`config.mk`:
```
export PLATFORM = sky130hd
export DESIGN_NAME = alu_seq
export DESIGN_NICKNAME = d
export VERILOG_FILES = /design/src/rtl/alu_seq_pkg.sv /design/src/rtl/alu_seq_iter.sv /design/src/rtl/alu_seq.sv
export SDC_FILE = /design/constraint.sdc
export NUM_CORES = 1
export LEC_CHECK = 0
export ABC_AREA = 0
export CORE_ASPECT_RATIO = 1.5
export CORE_MARGIN = 4
export CORE_UTILIZATION = 29
export CTS_BUF_LIST = sky130_fd_sc_hd__clkbuf_4 sky130_fd_sc_hd__clkbuf_8
export DETAILED_ROUTE_END_ITERATION = 8
export HOLD_SLACK_MARGIN = 0.15
export SLEW_MARGIN = 40
export SYNTH_ARGS = -nofsm -noshare
export SYNTH_HDL_FRONTEND = slang
export SYNTH_HIERARCHICAL = 1
export SYNTH_SLANG_ARGS = --single-unit
export TNS_END_PERCENT = 1
```
`constraint.sdc`:
```
create_clock -name clk -period 3.4 [get_ports clk]
set_clock_uncertainty 0.05 [all_clocks]
set_input_delay 0.68 -clock clk [delete_from_list [all_inputs] [get_ports clk]]
set_output_delay 0.68 -clock clk [all_outputs]
set_load 0.02 [all_outputs]
```
`src/rtl/alu_seq_pkg.sv`:
```
// Opcodes, FSM state encoding and build options shared by alu_seq and its datapath.
// Define ALU_SEQ_SIGNED_EN to enable two's-complement mul/div when signed_op=1.
package alu_seq_pkg;

    localparam logic [1:0] OP_ADD = 2'b00;
    localparam logic [1:0] OP_SUB = 2'b01;
    localparam logic [1:0] OP_MUL = 2'b10;
    localparam logic [1:0] OP_DIV = 2'b11;

    typedef enum logic [2:0] {
        S_IDLE   = 3'd0,
        S_ADDSUB = 3'd1,
        S_MUL    = 3'd2,
        S_DIV    = 3'd3,
        S_DONE   = 3'd4
    } state_t;

`ifdef ALU_SEQ_SIGNED_EN
    localparam bit SIGNED_EN = 1'b1;
`else
    localparam bit SIGNED_EN = 1'b0;
`endif

endpackage

```
`src/rtl/alu_seq_iter.sv`:
```
// Shared iterative datapath: shift-add multiply and restoring divide on unsigned
// magnitudes. {hi, lo} is the product register; for division hi is the partial remainder.
module alu_seq_iter
    import alu_seq_pkg::*;
#(
    parameter int WIDTH = 8,
    parameter int CNT_W = $clog2(WIDTH + 1)
) (
    input  logic             clk,
    input  logic             rst_n,
    input  logic             clear,
    input  logic             load,
    input  logic             step,
    input  logic             is_div,
    input  logic [WIDTH-1:0] a_mag,
    input  logic [WIDTH-1:0] b_mag,
    output logic             first,
    output logic             last,
    output logic [WIDTH-1:0] hi,
    output logic [WIDTH-1:0] lo
);

    logic [WIDTH-1:0] m;
    logic [CNT_W-1:0] cnt;
    logic [WIDTH:0]   add_sum;
    logic [WIDTH:0]   shifted;
    logic [WIDTH-1:0] trial;
    logic             fits;

    always_comb begin
        add_sum = {1'b0, hi} + (lo[0] ? {1'b0, m} : {(WIDTH + 1){1'b0}});
        shifted = {hi, lo[WIDTH-1]};
        // The partial remainder stays below the divisor, so the difference fits WIDTH bits.
        trial   = shifted[WIDTH-1:0] - m;
        fits    = (shifted >= {1'b0, m});
    end

    always_ff @(posedge clk) begin
        if (!rst_n) begin
            cnt <= '0;
            hi  <= '0;
            lo  <= '0;
            m   <= '0;
        end else if (clear) begin
            cnt <= '0;
        end else if (load) begin
            hi  <= '0;
            lo  <= a_mag;
            m   <= b_mag;
            cnt <= CNT_W'(1);
        end else if (step) begin
            cnt <= cnt + CNT_W'(1);
            if (is_div) begin
                hi <= fits ? trial : shifted[WIDTH-1:0];
                lo <= {lo[WIDTH-2:0], fits};
            end else begin
                hi <= add_sum[WIDTH:1];
                lo <= {add_sum[0], lo[WIDTH-1:1]};
            end
        end
    end

    // cnt==0: operands not yet loaded; cnt==WIDTH: the final step is being taken.
    assign first = (cnt == '0);
    assign last  = (cnt == CNT_W'(WIDTH));

endmodule

```
`src/rtl/alu_seq.sv`:
```
// Multi-cycle add/sub/mul/div unit with start/busy/done handshake and registered results.
// Define ALU_SEQ_SIGNED_EN to enable signed mul/div (signed_op=1); otherwise signed_op is ignored.
module alu_seq
    import alu_seq_pkg::*;
#(
    parameter  int WIDTH = 8,
    localparam int CNT_W = $clog2(WIDTH + 1)
) (
    input  logic               clk,
    input  logic               rst_n,
    input  logic               start,
    input  logic [1:0]         opcode,
    input  logic               signed_op,
    input  logic [WIDTH-1:0]   A,
    input  logic [WIDTH-1:0]   B,
    output logic               busy,
    output logic               done,
    output logic [2*WIDTH-1:0] result,
    output logic [WIDTH-1:0]   remainder,
    output logic               carry_flag,
    output logic               overflow_flag,
    output logic               div_by_zero_flag
);

    localparam logic [WIDTH-1:0] MOST_NEG = {1'b1, {(WIDTH - 1){1'b0}}};

    state_t             state;
    state_t             launch;
    logic [1:0]         op_q;
    logic               sgn_q;
    logic [WIDTH-1:0]   a_q;
    logic [WIDTH-1:0]   b_q;

    logic               iter_clear, iter_load, iter_step, iter_first, iter_last;
    logic [WIDTH-1:0]   a_mag, b_mag, hi, lo;

    logic               signed_mode, neg_a, neg_b, neg_q;
    logic [WIDTH:0]     sum;
    logic [WIDTH-1:0]   diff, quot, rem;
    logic [2*WIDTH-1:0] prod;
    logic [WIDTH:0]     prod_top;
    logic               mul_wide, div_ovf;

    logic [2*WIDTH-1:0] pub_result;
    logic [WIDTH-1:0]   pub_rem;
    logic               pub_carry, pub_ovf, pub_dz;

    // Magnitude operation plus sign fix-up; folds away when the signed build is off.
    assign signed_mode = SIGNED_EN && sgn_q;
    assign neg_a       = signed_mode && a_q[WIDTH-1];
    assign neg_b       = signed_mode && b_q[WIDTH-1];
    assign neg_q       = neg_a ^ neg_b;
    assign a_mag       = neg_a ? -a_q : a_q;
    assign b_mag       = neg_b ? -b_q : b_q;

    assign sum      = {1'b0, a_q} + {1'b0, b_q};
    assign diff     = a_q - b_q;
    assign prod     = neg_q ? -{hi, lo} : {hi, lo};
    assign quot     = neg_q ? -lo : lo;
    assign rem      = neg_a ? -hi : hi;
    assign prod_top = prod[2*WIDTH-1:WIDTH-1];
    assign mul_wide = signed_mode ? !((&prod_top) || !(|prod_top)) : |prod[2*WIDTH-1:WIDTH];
    assign div_ovf  = signed_mode && (a_q == MOST_NEG) && (b_q == '1);

    always_comb begin
        // NOTE: every combinational output gets a default first so no path infers a latch.
        launch = S_IDLE;
        case (opcode)
            OP_ADD, OP_SUB: launch = S_ADDSUB;
            OP_MUL:         launch = S_MUL;
            default:        launch = (B == '0) ? S_DONE : S_DIV;
        endcase
    end

    always_comb begin
        iter_clear = 1'b0;
        iter_load  = 1'b0;
        iter_step  = 1'b0;
        if (state == S_IDLE || state == S_DONE) begin
            iter_clear = start;
        end else if (state == S_MUL || state == S_DIV) begin
            iter_load = iter_first;
            iter_step = !iter_first;
        end
    end

    always_comb begin
        pub_result = '0;
        pub_rem    = '0;
        pub_carry  = 1'b0;
        pub_ovf    = 1'b0;
        pub_dz     = 1'b0;
        case (op_q)
            OP_ADD: begin
                pub_result = {{(WIDTH - 1){1'b0}}, sum};
                pub_carry  = sum[WIDTH];
                pub_ovf    = (a_q[WIDTH-1] == b_q[WIDTH-1]) && (sum[WIDTH-1] != a_q[WIDTH-1]);
            end
            OP_SUB: begin
                pub_result = {{WIDTH{1'b0}}, diff};
                pub_carry  = (a_q < b_q);
                pub_ovf    = (a_q[WIDTH-1] != b_q[WIDTH-1]) && (diff[WIDTH-1] != a_q[WIDTH-1]);
            end
            OP_MUL: begin
                pub_result = prod;
                pub_carry  = mul_wide;
                pub_ovf    = mul_wide;
            end
            default: begin
                if (b_q == '0) begin
                    pub_result = '1;
                    pub_rem    = a_q;
                    pub_ovf    = 1'b1;
                    pub_dz     = 1'b1;
                end else begin
                    pub_result = {{WIDTH{1'b0}}, quot};
                    pub_rem    = rem;
                    pub_ovf    = div_ovf;
                end
            end
        endcase
    end

    alu_seq_iter #(
        .WIDTH (WIDTH),
        .CNT_W (CNT_W)
    ) u_iter (
        .clk    (clk),
        .rst_n  (rst_n),
        .clear  (iter_clear),
        .load   (iter_load),
        .step   (iter_step),
        .is_div (state == S_DIV),
        .a_mag  (a_mag),
        .b_mag  (b_mag),
        .first  (iter_first),
        .last   (iter_last),
        .hi     (hi),
        .lo     (lo)
    );

    // NOTE: sequential state uses non-blocking assignments so every register samples pre-edge values.
    always_ff @(posedge clk) begin
        if (!rst_n) begin
            state            <= S_IDLE;
            busy             <= 1'b0;
            done             <= 1'b0;
            result           <= '0;
            remainder        <= '0;
            carry_flag       <= 1'b0;
            overflow_flag    <= 1'b0;
            div_by_zero_flag <= 1'b0;
            op_q             <= OP_ADD;
            sgn_q            <= 1'b0;
            a_q              <= '0;
            b_q              <= '0;
        end else begin
            done <= (state == S_DONE);
            if (state == S_DONE) begin
                result           <= pub_result;
                remainder        <= pub_rem;
                carry_flag       <= pub_carry;
                overflow_flag    <= pub_ovf;
                div_by_zero_flag <= pub_dz;
            end
            case (state)
                S_IDLE, S_DONE: begin
                    if (start) begin
                        op_q  <= opcode;
                        sgn_q <= signed_op;
                        a_q   <= A;
                        b_q   <= B;
                        state <= launch;
                        busy  <= (launch != S_DONE);
                    end else begin
                        state <= S_IDLE;
                        busy  <= 1'b0;
                    end
                end
                S_ADDSUB: begin
                    state <= S_DONE;
                    busy  <= 1'b0;
                end
                S_MUL, S_DIV: begin
                    if (iter_last) begin
                        state <= S_DONE;
                        busy  <= 1'b0;
                    end
                end
                default: begin
                    state <= S_IDLE;
                    busy  <= 1'b0;
                end
            endcase
        end
    end

endmodule

```
==> metrics.cfg, run 1 <==
[run_status]
outcome=finished, final reports clean

[drt]
wire_per_inst_um=15.3
postRouteAntennaNets=0
drt-pass1-iter-count=5
residual_drc_count=0
route.final.wire_length_um=14200
route.vias.total=4722
drt-vias-per-instance=5.11
drt_first_iter_violations=224

[clock_tree]
cts_bufs_inserted=9
max_clock_buf_depth=2
clk_latency_ns=0.37
path_clk_slew_ns=0.10
postCtsHoldBufs=0
cts_tree=yes
cts_max_level=3
post-cts-setup-buffers=0
cts_resized=0
ctsRootBufferMaster=clkbuf_8
clock_sink_count=78

[placement]
gp_congestion=0.913
buffer_ports.inserted=49
postPlaceCellArea_sq_um=5720
hpwl_um=10900

[floorplan]
core_sq_um=16800
floorplan.initialDensity_pct=29.7
num_rows=58
dieHeight_um=169
dieArea_sq_um=19400
floorplan.die.width_um=115
number_of_top_level_pins=51

[critical_path]
required_worst_endpoint_ns=3.64
cp.arrival_ns=2.67
timing_worst_setup_path_type=reg2reg
crit_path_end_kind=flip-flop
timing.critical_path.from_type=flip-flop
cp_max_fanout=6

[timing]
worst_slew_margin_rel_pct=53.3
finalCriticalPeriod_ns=2.43
timing_hold_violations_final=0
grt_setup_unrepaired=no
drv_slew=0
max_clock_freq_mhz=411
setup_viol_count_final=0
worstMarginPinSlew_ns=0.698
sum_of_negative_setup_slack_ns=0
final.period_utilization_pct=71.6

[synth]
synth_area_sq_um=5000
synth-seq-cells=78
postSynthAreaPerCell_sq_um=7.46
synthDominantAreaCellType=dfxtp_1
distinct_cell_type_count_after_synthesis=68
post_synth_most_frequent_cells=nor2_1, nand2_1, a21oi_1
yosysMostFrequentCell=nor2_1
postSynthNetCount=730
synth-edff-count=0
post-synth-top-area-fraction_pct=31.2
postSynthCellCount=670
synthTopCellsByArea=dfxtp_1, a21oi_1, ha_1, nor2_1, nand2_1
dominantRegCellSynth=dfxtp_1
asyncSetResetFlopFracSynth_pct=0
synth-warning-count=6
synth-seq-area-share_pct=31.2

[pwr]
p_per_area_nw_per_um2=360
static-leakage-power_nw=2.22
post-layout-total-power_mw=2.13
ir_drop_mv=0.231

[cells_and_area]
finish.net_count=769
antennaDiodeCount=0
area.growth.synth_to_final_pct=18.6
post-route-cell-area_sq_um=5930
post_route_cells_drive_above_1_share_pct=7.42

[grt]
initial_antenna_violation_count=0
grt_max_degree=41
grt_remaining_overflow=0
grt.total_usage_pct=14.8
number_of_global_route_vias_before_repair=4444
grt_pass1_wl_um=22900

[run]
max_cap_viols=0

[worst_hold_path]
worstHoldPathType=reg2reg

-- per-layer routing --
| metal | share of wire (%) | up-vias | track usage (%) |
|---|---|---|---|
| met1 | 42 | 2217 | 17.2 |
| met3 | 3.4 | 24 | 2.65 |
| met4 | 3.2 | 0 | 6.03 |
| li1 | - | 2388 | - |
| met2 | 52 | 93 | 26.4 |
| met5 | 0 | - | 0 |
-- cells by family after synthesis --
group | count (synthesis) | synth area share, %
multiplexers | 16 | 3.23
flip-flops | 78 | 31.2
buffers and inverters | 83 | 6.61
XOR/XNOR | 19 | 3.33
AND/OR/NAND/NOR | 256 | 23.2
adder cells (fa/ha/maj) | 38 | 10.1
AO/OA/AOI/OAI | 180 | 22.3
-- worst paths after layout --
kind | start | depth (start not counted) | end | slack (ns)
setup / recovery | u_iter/cnt[0] | 9 | u_iter/hi[6] | 0.97
hold / removal | result[2] | 2 | result[2] | 0.41
setup reg to reg | u_iter/cnt[0] | 9 | u_iter/hi[6] | 0.97
hold reg to reg | result[2] | 2 | result[2] | 0.41
-- cell usage in the layout, fill, tap and decap left out, types with 3 or more instances in the layout --
cell type,netlist,routed
xnor2_1,15,15
nor3_1,12,12
fa_1,4,4
dfxtp_1,78,78
ha_1,34,34
clkdlybuf4s50_1,0,49
o211ai_1,4,4
nand2b_1,6,6
xor2_1,4,4
a31oi_1,9,9
nor2b_1,5,4
o31ai_1,5,5
a211oi_1,5,5
a221oi_1,4,4
o31a_1,3,3
nor4_1,6,6
inv_1,44,44
o21bai_1,3,3
nand2_1,89,89
nor2_1,91,91
a21oi_1,85,85
mux2i_1,15,15
or3_1,6,6
a32oi_1,3,3
o21ai_0,28,28
buf_4,0,17
and2_1,6,6
clkbuf_8,0,10
a21o_1,3,3
nand3_1,17,17
-- power by group --
part / internal, mW / switching [mW]
Combinational: 0.167 / 0.245
Sequential: 0.942 / 0.0393
Clock: 0.363 / 0.375
Total: 1.47 / 0.659
-- worst max-delay path, stage by stage (launching register included) --
cell and delay, ns:
dfxtp_1 0.40, inv_1 0.06, ha_1 0.20, nor3b_1 0.15
nor2_1 0.38, nor3b_2 0.42, nand2_1 0.14, nor2_1 0.27
inv_1 0.08, o211ai_1 0.21
-- stage by stage --
step,setup slack (ns),std cells,util [%],hold slack [ns]
final,0.966,924,35.2,0.412
after global routing,0.780,924,35.2,0.440
after CTS,0.946,924,35.2,0.416
after detailed placement,0.739,908,34.0,0.404
after global placement,0.757,908,34.0,0.395
after floorplan,1.23,670,-,0.416
-- registers in the layout, summed over array words and instances (netlist names) --
register and cells:
result 16, a_mag 8, b_mag 8, remainder 8, u_iter/hi 8, u_iter/lo 8, u_iter/m 8, u_iter/cnt 4
state 3, op_q 2, busy 1, carry_flag 1, div_by_zero_flag 1, done 1, overflow_flag 1
-- final cells by class --
cell class / count / area, sq um
Timing Repair Buffer: 66 / 618
Tap cell: 210 / 263
Fill cell: 1830 / 10900
Clock inverter: 6 / 68.8
Multi-Input combinational cell: 509 / 3110
Inverter: 45 / 169
Clock buffer: 10 / 138
Sequential cell: 78 / 1560
Power figures use the tool's default switching activity.
==> run 2, diff against run 1 <==
==> constraint.sdc (replaced) <==
create_clock -name clk -period 2.2 [get_ports clk]
set_clock_uncertainty 0.05 [all_clocks]
set_input_delay 0.44 -clock clk [delete_from_list [all_inputs] [get_ports clk]]
set_output_delay 0.44 -clock clk [all_outputs]
set_load 0.02 [all_outputs]
==> run 2 against run 1 <==
Compared with the run above: critical path type unchanged; total power is 59% higher; die area did not move; utilization is 2.7 points higher.
==> metrics.cfg, run 2 (synthesis gave the netlist of run 1 again) <==
[critical_path]
reg2reg_depth=8
crit_path_end_kind=flip-flop
required_worst_endpoint_ns=2.41
crit_path_slowest_cell=dfxtp_2
worstPathCellList=inv_1 > ha_1 > nor2b_4 > or3_1 > o311a_1 > xnor2_1 > nor2_1 > o31a_1
worst_r2r_endpoint=result[7]
reg2reg_slack_ns=0.09
reg2reg_from=b_mag[4]
worst_path_largest_cell_delay_ns=0.35
timing.critical_path.from_type=flip-flop
timing_worst_setup_path_type=reg2reg
cp.arrival_ns=2.32
cp_max_fanout=3

[timing]
sum_of_negative_setup_slack_ns=0
drv_slew=0
grt_setup_unrepaired=yes
worstMarginPinSlew_ns=0.789
final.period_utilization_pct=95.9
setup_viol_count_final=0
timing_hold_violations_final=0
worst_slew_margin_rel_pct=47.3
finalCriticalPeriod_ns=2.11
max_clock_freq_mhz=474

[run_status]
outcome=finished, final reports clean

[pwr]
combPwrFrac_pct=21.9
static-leakage-power_nw=2.48
p_per_area_nw_per_um2=533
power.share.sequential_pct=44.3
power.switching_mw=1.05
power.clock.fraction_pct=33.8
switching_share_pct=30.9
ir_drop_mv=0.357
p_int_mw=2.35

[drt]
wire_per_inst_um=15.2
drt-pass1-iter-count=5
drt-vias-per-instance=4.96
route.vias.total=4819
drt_first_iter_violations=263
route.final.wire_length_um=14800
postRouteAntennaNets=0
residual_drc_count=0

[placement]
hpwl_um=11800
gp_congestion=0.920
buffer_ports.inserted=49

[clock_tree]
clk_latency_ns=0.36
cts_tree=yes
cts_max_level=3
max_clock_buf_depth=2
postCtsHoldBufs=0
cts_bufs_inserted=9
ctsRootBufferMaster=clkbuf_8
clock_sink_count=78
path_clk_slew_ns=0.09

[cells_and_area]
final_core_util_pct=37.9
registers.top_by_ff_count=result
finish.net_count=817
num-fill-cells=1819
area.growth.synth_to_final_pct=27.6
post_route_cells_drive_above_1_share_pct=15.4
antennaDiodeCount=0
most-common-layout-cells=nor2_1, nand2_1, a21oi_1
largest_register_ffs=16

[grt]
grt_max_degree=41
grt.total_usage_pct=15.3
grt_remaining_overflow=0
grt_pass1_wl_um=23800
initial_antenna_violation_count=0
number_of_global_route_vias_before_repair=4709

[floorplan]
num_rows=58
number_of_top_level_pins=51
core_sq_um=16800
floorplan.die.width_um=115
dieHeight_um=169
floorplan.initialDensity_pct=29.7
dieArea_sq_um=19400

[worst_hold_path]
worstHoldPathType=reg2reg
hold_depth=2
hold_end=div_by_zero_flag
origin_of_the_worst_min_delay_path=div_by_zero_flag

[run]
max_cap_viols=0

==> run 2: cell count changes in the layout (fill, tap and decap cells not counted), moves of 2 or more <==
cell     before  now
o21ai_1       1    3
buf_12        0    2
dfxtp_2       0    6
o21ai_0      28   25
buf_4        17   63
nor2_1       91   89
a21oi_2       2    4
dfxtp_1      78   72
a21oi_1      85   82
==> run 2: how the worst max path moves through the flow <==
| stage | startpoint | to | slack (ns) |
|---|---|---|---|
| floorplan | b_mag[4] | result[7] | 0.03 |
| global placement | u_iter/lo[0] | u_iter/hi[5] | -0.02 |
| detailed placement | u_iter/lo[0] | u_iter/hi[5] | -0.05 |
| CTS | u_iter/lo[0] | u_iter/hi[5] | 0.008 |
| global route | a_mag[0] | result[4] | -0.06 |
| finish | b_mag[4] | result[7] | 0.09 |
==> run 2: layer usage <==
metal  wire, um  GRT usage (%)
met5          0              0
met4        465           6.08
met3        439           2.18
met2       7780           28.0
met1       6110           17.6
==> run 2: cell type report <==
| cell class | instances | area [sq um] | share of cell area (%) |
|---|---|---|---|
| Clock buffer | 10 | 138 | 2.16 |
| Sequential cell | 78 | 1570 | 24.6 |
| Clock inverter | 6 | 68.8 | 1.08 |
| Multi-Input combinational cell | 509 | 3160 | 49.6 |
| Tap cell | 210 | 263 | 4.12 |
| Timing Repair Buffer | 114 | 1000 | 15.7 |
| Inverter | 45 | 169 | 2.65 |
==> run 2: critical path, delay by kind of cell (launching register included) <==
| family | cells | cell delay (ns) |
|---|---|---|
| flops | 1 | 0.35 |
| xor+xnor | 1 | 0.15 |
| simple gates | 3 | 0.50 |
| buf+inv | 1 | 0.04 |
| compound gates | 2 | 0.63 |
| fa+ha+maj | 1 | 0.29 |
==> run 2: power groups by stage <==
| stage | Sequential (mW) | Combinational, mW | Clock [mW] |
|---|---|---|---|
| after floorplan | 1.54 | 0.445 | 0 |
| after global placement | 1.53 | 0.730 | 0 |
| after detailed placement | 1.54 | 0.734 | 0 |
| after CTS | 1.50 | 0.737 | 1.17 |
| after global routing | 1.51 | 0.821 | 1.23 |
| final | 1.50 | 0.744 | 1.15 |
==> run 2: through the flow <==
| stage | total power, mW | cell area [sq um] | hold WS [ns] | std cells | setup WS [ns] |
|---|---|---|---|---|---|
| after floorplan | 1.98 | 5000 | 0.416 | 670 | 0.0329 |
| after global placement | 2.26 | 6100 | 0.392 | 956 | -0.0199 |
| after detailed placement | 2.27 | 6100 | 0.403 | 956 | -0.0475 |
| after CTS | 3.41 | 6310 | 0.415 | 972 | 0.00843 |
| after global routing | 3.56 | 6370 | 0.440 | 972 | -0.0623 |
| final | 3.40 | 6370 | 0.411 | 972 | 0.0913 |
==> run 2: repair_timing <==
| action | in CTS | in global routing |
|---|---|---|
| pin swaps | 0 | 6 |
| gates resized for setup | 1 | 23 |
| buffers inserted | 0 | 0 |
| setup endpoints to repair | 1 | 27 |
==> variant, RTL diff (config.mk and constraints of run 2) <==
Add an input register stage for `start`, `opcode`, `signed_op`, `A` and `B`, cleared by the reset; this delays them by one clock. Comments in the files are not updated.
--- a/src/rtl/alu_seq.sv
+++ b/src/rtl/alu_seq.sv
@@ -26,2 +26,24 @@
 
+    logic start_q;
+    logic [1:0] opcode_q;
+    logic signed_op_q;
+    logic [WIDTH-1:0] A_q;
+    logic [WIDTH-1:0] B_q;
+
+    always_ff @(posedge clk) begin
+        if (!rst_n) begin
+            start_q     <= '0;
+            opcode_q    <= '0;
+            signed_op_q <= '0;
+            A_q         <= '0;
+            B_q         <= '0;
+        end else begin
+            start_q     <= start;
+            opcode_q    <= opcode;
+            signed_op_q <= signed_op;
+            A_q         <= A;
+            B_q         <= B;
+        end
+    end
+
     state_t             state;
@@ -67,6 +89,6 @@
         launch = S_IDLE;
-        case (opcode)
+        case (opcode_q)
             OP_ADD, OP_SUB: launch = S_ADDSUB;
             OP_MUL:         launch = S_MUL;
-            default:        launch = (B == '0) ? S_DONE : S_DIV;
+            default:        launch = (B_q == '0) ? S_DONE : S_DIV;
         endcase
@@ -79,3 +101,3 @@
         if (state == S_IDLE || state == S_DONE) begin
-            iter_clear = start;
+            iter_clear = start_q;
         end else if (state == S_MUL || state == S_DIV) begin
@@ -167,7 +189,7 @@
                 S_IDLE, S_DONE: begin
-                    if (start) begin
-                        op_q  <= opcode;
-                        sgn_q <= signed_op;
-                        a_q   <= A;
-                        b_q   <= B;
+                    if (start_q) begin
+                        op_q  <= opcode_q;
+                        sgn_q <= signed_op_q;
+                        a_q   <= A_q;
+                        b_q   <= B_q;
                         state <= launch;
Check against the original RTL: not equivalent (a bounded check fails within 4 cycles, from zero or initial values and one cycle with rst_n low).
==> variant against run 2 <==
The flow now finishes with violations (negative setup slack); count of clock-buffer cells in the layout rose by 4; sequential power increased by 21%; routed wire length rose by 5.1%; sequential cell count up 19; synthesized area is 9.9% higher; final area up 11%; power is 3.1% higher; utilization up 0.27 points; critical path depth fell by 1; worst hold slack worse by 28 ps; worst setup slack got worse by 140 ps; critical endpoint is now overflow_flag$_SDFFE_PN0P_; largest power group unchanged.
==> variant: results (changes against run 2) <==
HP Start - A_q[0]$_SDFF_PN0_
Final GP Congestion - 0.926 (+0.71%)
P_int - 0.00263 W (+12%)
Iteration-0 DRC Markers - 379 (+44%)
failing checks - negative setup slack
pin count of the biggest net entering global routing - 31 (-24%)
Final Setup Violations - 2 (+2)
WL met1 - 6290 um (+2.8%)
nets - 863 (+5.6%)
share of layout cells above drive strength 1 - 17.2% (+1.8 points)
placed cell count - 1,041 (+8.9%)
commonest cells in the netlist - 97 x dfxtp_1, 91 x a21oi_1, 89 x nand2_1, 89 x nor2_1, 39 x inv_1
critical path arrival - 2500 ps (+180 ps)
placed cell areas - 0.00670 mm2 (+9.8%)
max incr delay on CP - 460 ps (+110 ps)
CTS Buf Count - 9 (unchanged)
power in sequential cells - 0.00182 W (+21%)
hpwl dp - 12,200 um (+3.6%)
Overall Power - 0.00350 W (+3.1%)
WHS - 383 ps (-27.8 ps)
Combinational Power Share - 12.4% (-9.5 points)
Max Root-Sink Buffers - 2 (unchanged)
first-pass GRT wire length - 25,400 um (+6.5%)
met3 WL post-DR - 664 um (+51%)
ranking of synthesized cells by area - dfxtp_1 35%, a21oi_1 8.3%, ha_1 7.7%
syn nets - 763 (+4.5%)
met2 WL - 8110 um (+4.2%)
fillers - 1,934 (+6.3%)
sequential element share of the synthesized area - 35.4% (+4.1 points)
met3 Use GR - 2.50% (+0.32 points)
via count - 5,158 (+7.0%)
Max VDD drop - 0.313 mV (-12%)
worst r2r src - a_mag[1]$_SDFFE_PN0P_
final std cells w/o fill - 1,060 (+9.1%)
worst-skew pair later-pin latency - 380 ps (+20 ps)
FF-to-FF path depth - 7 (-1)
Total GRT Usage - 15.0% (-0.37 points)
pin slew with the least headroom to its limit - 563 ps (-226 ps)
Synth cell types - 68 (unchanged)
number of global-route vias before repair - 5,087 (+8.0%)
CP max-delay cell - o41a_1
Worst R2R End - overflow_flag$_SDFFE_PN0P_
Lkg Pwr - 2.75 nW (+11%)
CP Max Fanout - 4 (+1)
grt met1 use - 16.4% (-1.2 points)
dpl ws - -189 ps (-142 ps)
status - finished, violations left
setup TNS - -51.3 ps (-51.3 ps)
Post-Syn Instances - 703 (+4.9%)
highest routed metal layer - met4
Worst Hold Path EP - a_mag[0]$_SDFFE_PN0P_
post-route worst setup slack - -49.5 ps (-141 ps)
drt wl/cell - 14.7 um (-3.6%)
==> variant: cell count changes in the layout (fill, tap and decap cells not counted), sizes merged, moves of 4 or more <==
cell	change
a21oi	+6
and2	+19
buf	+13
clkbuf	+4
dfxtp	+19
inv	-7
nor3	+4
o21ai	-5
xnor2	-5
==> variant: cell families (layout without fill, tap and decap cells) <==
kind of cell               Yosys count  after routing  synth area share [%]
muxes                               18             18                  3.30
adders and majority gates           38             38                  9.21
xor gates and xnor gates            16             16                  2.55
DFF                                 97             97                  35.4
and+or+nand+nor                    276            276                  23.6
buffers and inverters               78            183                  5.86
AOI/OAI and AO/OA                  180            180                  20.1
==> variant: final cells by class <==
class,count,area [um2],share of cell area (%)
flip-flops and latches,97,1950,27.6
repair buffers,127,1100,15.5
clock inverters,2,35.0,0.495
inverters,40,153,2.16
well taps,252,315,4.46
multi-input cells,528,3340,47.2
clock buffers,14,180,2.55
==> variant: how the worst max path moves through the flow <==
stage                          start                    endpoint  slack, ps  cells past startpoint
2_1_floorplan  a_mag[1]$_SDFFE_PN0P_  overflow_flag$_SDFFE_PN0P_         20                      7
3_3_place_gp   a_mag[0]$_SDFFE_PN0P_     carry_flag$_SDFFE_PN0P_       -160                     10
3_5_place_dp   b_mag[0]$_SDFFE_PN0P_     carry_flag$_SDFFE_PN0P_       -190                      9
4_1_cts        b_mag[0]$_SDFFE_PN0P_      result[6]$_SDFFE_PN0P_        -60                     10
5_1_grt        b_mag[1]$_SDFFE_PN0P_  overflow_flag$_SDFFE_PN0P_       -130                      8
6_report       a_mag[1]$_SDFFE_PN0P_  overflow_flag$_SDFFE_PN0P_        -50                      7
==> variant: timing repair <==
action,CTS,global route
gates cloned,0,0
setup endpoints to repair,9,23
buffers inserted,2,1
resized for setup,25,14
pin swaps,11,11
